===== config.mk =====
export PLATFORM = sky130hd
export DESIGN_NAME = caddsub_pipe
export DESIGN_NICKNAME = d
export VERILOG_FILES = /design/src/rtl/caddsub_pipe.sv
export SDC_FILE = /design/constraint.sdc
export NUM_CORES = 1
export LEC_CHECK = 0
export BUFFER_PORTS_ARGS = -buffer_cell sky130_fd_sc_hd__buf_4
export CAP_MARGIN = 5
export CELL_PAD_IN_SITES_DETAIL_PLACEMENT = 1
export CELL_PAD_IN_SITES_GLOBAL_PLACEMENT = 2
export CORE_UTILIZATION = 36
export DETAILED_ROUTE_END_ITERATION = 8
export PLACE_DENSITY_LB_ADDON = 0.1
export SYNTH_ARGS = -nofsm -noshare
export SYNTH_HDL_FRONTEND = slang
export SYNTH_SLANG_ARGS = --single-unit

===== constraint.sdc =====
create_clock -name clk -period 4.31 [get_ports clk]
set_input_delay 0.862 -clock clk [delete_from_list [all_inputs] [get_ports clk]]
set_output_delay 0.862 -clock clk [all_outputs]
set_load 0.02 [all_outputs]

===== src/rtl/caddsub_pipe.sv =====
`default_nettype none
// ============================================================================
//  Module   : caddsub_pipe
//  Purpose  : Pipelined complex adder/subtractor with valid/ready flow
//             control, per-sample operation select and optional saturation
//             to the input width with a sticky overflow flag.
//  Revision : 1.0  initial release
// ----------------------------------------------------------------------------
//  Parameters
//    SIZEIN   width of each signed input component
//    LATENCY  register stages from input acceptance to out_valid (2..8)
//    SAT      0 = SIZEIN+1 bit full-precision results,
//             1 = results clamped to SIZEIN bits
//  Ports
//    clk, rst          clock, asynchronous active-high reset
//    ce                global clock enable (0 freezes every register)
//    in_valid/in_ready input handshake
//    op                00 a-b | 01 a+b | 10 b-a | 11 a-conj(b)
//    ar, ai, br, bi    signed operands a = ar + j*ai, b = br + j*bi
//    out_valid/out_ready output handshake
//    sr, si            signed result (SIZEOUT bits)
//    ovf, ovf_clr      sticky clamp flag and its synchronous clear
// ============================================================================
module caddsub_pipe #(
    parameter  int SIZEIN  = 16,
    parameter  int LATENCY = 2,
    parameter  int SAT     = 0,
    localparam int SIZEOUT = (SAT != 0) ? SIZEIN : SIZEIN + 1
) (
    input  logic                      clk,
    input  logic                      rst,
    input  logic                      ce,
    input  logic                      in_valid,
    output logic                      in_ready,
    input  logic [1:0]                op,
    input  logic signed [SIZEIN-1:0]  ar,
    input  logic signed [SIZEIN-1:0]  ai,
    input  logic signed [SIZEIN-1:0]  br,
    input  logic signed [SIZEIN-1:0]  bi,
    output logic                      out_valid,
    input  logic                      out_ready,
    output logic signed [SIZEOUT-1:0] sr,
    output logic signed [SIZEOUT-1:0] si,
    output logic                      ovf,
    input  logic                      ovf_clr
);

    localparam int W    = SIZEIN + 1;   // internal width, cannot overflow
    localparam int NPRE = LATENCY - 1;  // stages ahead of the output register

    logic                      stall_w;
    logic                      adv_w;
    logic signed [W-1:0]       ar_w, ai_w, br_w, bi_w;
    logic signed [W-1:0]       s1r_d, s1i_d;
    logic signed [W-1:0]       pr_q [1:NPRE];
    logic signed [W-1:0]       pi_q [1:NPRE];
    logic [NPRE:1]             vld_q;
    logic signed [W-1:0]       fr_w, fi_w;
    logic signed [SIZEOUT-1:0] sr_d, si_d, sr_q, si_q;
    logic                      clamp_d, clamp_q;
    logic                      out_valid_q;
    logic                      ovf_d, ovf_q;

    // The whole pipeline moves as one: it only freezes when the result at
    // the output has not been taken, so bubbles never need to be accepted.
    assign stall_w  = out_valid_q && !out_ready;
    assign adv_w    = ce && !stall_w;
    assign in_ready = adv_w && !rst;

    assign ar_w = {ar[SIZEIN-1], ar};
    assign ai_w = {ai[SIZEIN-1], ai};
    assign br_w = {br[SIZEIN-1], br};
    assign bi_w = {bi[SIZEIN-1], bi};

    // Stage 1 arithmetic
    always_comb begin
        s1r_d = ar_w - br_w;
        s1i_d = ai_w - bi_w;
        case (op)
            2'b00: begin s1r_d = ar_w - br_w; s1i_d = ai_w - bi_w; end
            2'b01: begin s1r_d = ar_w + br_w; s1i_d = ai_w + bi_w; end
            2'b10: begin s1r_d = br_w - ar_w; s1i_d = bi_w - ai_w; end
            default: begin s1r_d = ar_w - br_w; s1i_d = ai_w + bi_w; end
        endcase
    end

    // Stage 1 plus pure delay stages up to the output register
    always_ff @(posedge clk or posedge rst) begin
        if (rst) begin
            for (int k = 1; k <= NPRE; k++) begin
                pr_q[k] <= '0;
                pi_q[k] <= '0;
            end
            vld_q <= '0;
        end else if (adv_w) begin
            pr_q[1]  <= s1r_d;
            pi_q[1]  <= s1i_d;
            vld_q[1] <= in_valid;
            for (int k = 2; k <= NPRE; k++) begin
                pr_q[k]  <= pr_q[k-1];
                pi_q[k]  <= pi_q[k-1];
                vld_q[k] <= vld_q[k-1];
            end
        end
    end

    assign fr_w = pr_q[NPRE];
    assign fi_w = pi_q[NPRE];

    // Final stage: optional clamp into SIZEIN bits
    generate
        if (SAT != 0) begin : g_sat
            localparam logic signed [SIZEOUT-1:0] C_MAX = {1'b0, {(SIZEOUT-1){1'b1}}};
            localparam logic signed [SIZEOUT-1:0] C_MIN = {1'b1, {(SIZEOUT-1){1'b0}}};
            logic cr_w, ci_w;
            // The value leaves the SIZEIN-bit range exactly when the two top
            // bits of the (SIZEIN+1)-bit result disagree; the top bit is the
            // true sign and selects which rail to clamp to.
            assign cr_w    = fr_w[W-1] ^ fr_w[W-2];
            assign ci_w    = fi_w[W-1] ^ fi_w[W-2];
            assign sr_d    = cr_w ? (fr_w[W-1] ? C_MIN : C_MAX) : fr_w[SIZEIN-1:0];
            assign si_d    = ci_w ? (fi_w[W-1] ? C_MIN : C_MAX) : fi_w[SIZEIN-1:0];
            assign clamp_d = cr_w | ci_w;
        end else begin : g_full
            assign sr_d    = fr_w;
            assign si_d    = fi_w;
            assign clamp_d = 1'b0;
        end
    endgenerate

    // Sticky flag: set by the transfer of a clamped result; a set in the
    // same cycle as a clear wins. Gated by ce like every other register.
    always_comb begin
        ovf_d = ovf_q;
        if (ce) begin
            if (ovf_clr) begin
                ovf_d = 1'b0;
            end
            if (out_valid_q && out_ready && clamp_q) begin
                ovf_d = 1'b1;
            end
        end
    end

    // Output register
    always_ff @(posedge clk or posedge rst) begin
        if (rst) begin
            out_valid_q <= 1'b0;
            sr_q        <= '0;
            si_q        <= '0;
            clamp_q     <= 1'b0;
            ovf_q       <= 1'b0;
        end else begin
            if (adv_w) begin
                out_valid_q <= vld_q[NPRE];
                sr_q        <= sr_d;
                si_q        <= si_d;
                clamp_q     <= clamp_d;
            end
            ovf_q <= ovf_d;
        end
    end

    assign out_valid = out_valid_q;
    assign sr        = sr_q;
    assign si        = si_q;
    assign ovf       = ovf_q;

endmodule
`default_nettype wire


==> qor.txt <==
Top cell family by delay on the critical path -> compound AO/OA/AOI/OAI gates
DRT iter0 DRCs -> 175
Global router's overall resource usage -> 20.5%
CTS resizes -> 0
Worst-skew pair later-pin latency -> 330 ps
Overflow after GRT -> 0
Setup Buffers After CTS -> 0
Fin. Hold Viols -> 0
Slack of the critical path -> 355 ps
Share of cells above drive strength 1 -> 17.6%
Seq/Total Area, Yosys -> 27.1%
CP Class -> primary input to register
CP peak stage delay -> 580 ps
# clock sinks -> 70
Ys flop type -> dfrtp_1
Via/cell ratio -> 5.21
Buffers & Inverters on Critical Path -> 4
Area occupied by multi-input gates -> 4400 sq um
YS warnings -> 0
R2r endpoint -> fi_w[16]$_DFFE_PP0P_
Hold path cells -> 2
Crit path time final -> 3950 ps
Final-stage net count -> 1,072
Hold Path End -> si[9]$_DFFE_PP0P_
Final setup viols -> 0
Synth Register Bits -> 70
Most common cell after layout, fill and taps aside -> nand2_1
Leakage Power -> 3.85 nW
Htree depth -> 3
Number of synthesized flops with an enable pin -> 0
Hpwl dp -> 14.7 mm
Setup crit start kind -> primary input
IO Pins -> 109
Status -> complete, no violations
Worst slew pin tran -> 1020 ps
Clock skew -> 4.53 ps
IO buf count -> 106
Syn nets -> 967
Critical-path maximum fanout -> 8
Total wire length -> 18.2 mm
CP Depth -> 15
Starting Density -> 37.2%
CTS buffer count -> 9
GPL Wtd Cong -> 0.794
# fillers -> 2,210
Critical path cell sequence -> buf_4 -> inv_1 -> ha_1 -> buf_4 -> a31oi_1 -> buf_4 -> xnor2_1 -> ha_1 -> nand3_1 -> a211o_1 -> a31oi_2 -> nand4_1 -> and3_1 -> o41ai_1 -> mux2_2
# rows -> 48
CTS tree -> done
Max cap viols -> 0
Pwr/cell area -> 389 nW/um^2
RSZ-0062 raised after global routing -> no
Drt drc -> 0
Peak supply drop -> 0.234 mV
Hold Startpoint -> fi_w[9]$_DFFE_PP0P_
Slew headroom -> 31.7%
Largest net degree at the start of global routing -> 101
Width of the die -> 136 microns
Most frequent cells in the layout -> 153 x nand2_1, 118 x buf_4, 84 x nor2_1
First-pass GRT wire length -> 30.4 mm
Yosys cell types -> 67
CP Data Required Time -> 4580 ps
CTS Root Cell -> clkbuf_16
Asr flop ratio synth -> 100%
Area delta synth->final -> 21.1%
Setup TNS -> 0 ps
FF-to-FF setup slack -> 2320 ps
Pins over their slew limit -> 0
Remaining antenna violation count -> 0
Mean Syn Cell Area -> 7.86 sq um
Bufs on Longest Clock Path -> 2
Reg2reg path depth -> 4
Routed length per placed instance -> 15.7 microns
Chip height -> 136 microns
Fmax -> 253 MHz
Ant. Diodes -> 0
Final Cycle Share -> 91.8%
First-pass iteration count of the detailed router -> 4
Clock transition at the registers of the reported paths -> 60 ps
Vias in the first global route -> 6,271
CORE AREA -> 17,400 sq um
Reg2reg start -> out_valid$_DFFE_PP0P_
Synth Cell Area -> 6470 sq um
Gate Count Post-Synth -> 823
CP max stage cell -> o41ai_1
Critical path arrival -> 4220 ps
FF+latch area -> 1750 sq um
CTS Hold Buffers Added -> 0
Worst hold path type -> register to register
Worst setup EP type -> register
Die footprint -> 18,500 sq um
Initial antenna violation count -> 0
Dpl ws -> 68.4 ps
Via total after detailed routing -> 6,036
Crit path top cell by count -> buf_4
cell families after synthesis:
| group | Yosys count | synth area share [%] |
|---|---|---|
| AND/OR/NAND/NOR | 307 | 20.5 |
| AO/OA/AOI/OAI | 206 | 21.1 |
| buffers and inverters | 82 | 5.10 |
| XOR/XNOR | 73 | 9.88 |
| adder cells (fa/ha/maj) | 72 | 14.4 |
| flip-flops | 70 | 27.1 |
| multiplexers | 12 | 1.91 |
| other | 1 | 0.0579 |
worst max path at each step:
stage          start              endpoint  slack, ps
6_report       op[0]  fi_w[16]$_DFFE_PP0P_        360
5_1_grt        op[0]  fi_w[16]$_DFFE_PP0P_        140
4_1_cts        op[0]  fi_w[16]$_DFFE_PP0P_        390
3_5_place_dp   op[0]  fi_w[16]$_DFFE_PP0P_         70
3_3_place_gp   op[0]  fi_w[16]$_DFFE_PP0P_        190
2_1_floorplan  op[0]  fr_w[15]$_DFFE_PP0P_        300
cells in the mapped netlist (5+ instances only):
cell type  instances  area, sq um
nand3_1            8         40.0
nor2b_1           11         68.8
a211o_1            7         61.3
mux2i_1            9         90.1
dfrtp_1           70         1750
a21oi_1           55          275
nand2b_1           5         31.3
nor4_1             6         37.5
a31oi_1           11         68.8
xor2_1            17          149
ha_1              68          851
o21ai_0           50          250
nand2_1          153          574
a21o_1            13         97.6
o21a_1            17          128
clkbuf_1          19         71.3
nor3_1            19         95.1
inv_1             58          218
xnor2_1           56          490
nor2_1            84          315
state kept, by name, summed over array words and instances (netlist names):
name and cells:
fr_w 17, fi_w 17, sr 17, vld_q 1
out_valid 1, si 17
power breakdown:
part	switching, mW	leakage [nW]	internal (mW)
Sequential	0.121	0.869	0.853
Clock	0.290	0.136	0.452
Combinational	0.758	2.84	0.572
worst min-delay path, stage by stage, from the launching register on:
cell     delay [ps]
dfrtp_1         340
nand2_1          50
nand2_1          50
per-stage QoR:
step	cells	util [%]	hold WS, ps	power [mW]	instance area (sq um)
after floorplan	823	-	435	1.84	6470
after global placement	1142	43.3	446	2.28	7540
after detailed placement	1142	43.3	455	2.33	7540
after CTS	1158	45.0	469	3.09	7840
after global routing	1158	45.0	499	3.28	7840
final	1158	45.0	467	3.05	7840
routing by layer:
layer	vias up	GRT usage [%]	part of all wire (%)
met5	-	0	0
met4	0	4.26	1.3
met3	17	2.91	2.7
met2	92	34.8	47
met1	2891	27.5	49
li1	3036	-	-
layout make-up:
cell class,count,share of cell area (%)
multi-input combinational,671,56.2
timing repair buffer,118,11.3
sequential,70,22.3
clock buffer,10,2.92
tap,225,3.59
clock inverter,6,0.894
inverter,58,2.78
Note: power is estimated with default switching activity, not from simulation.
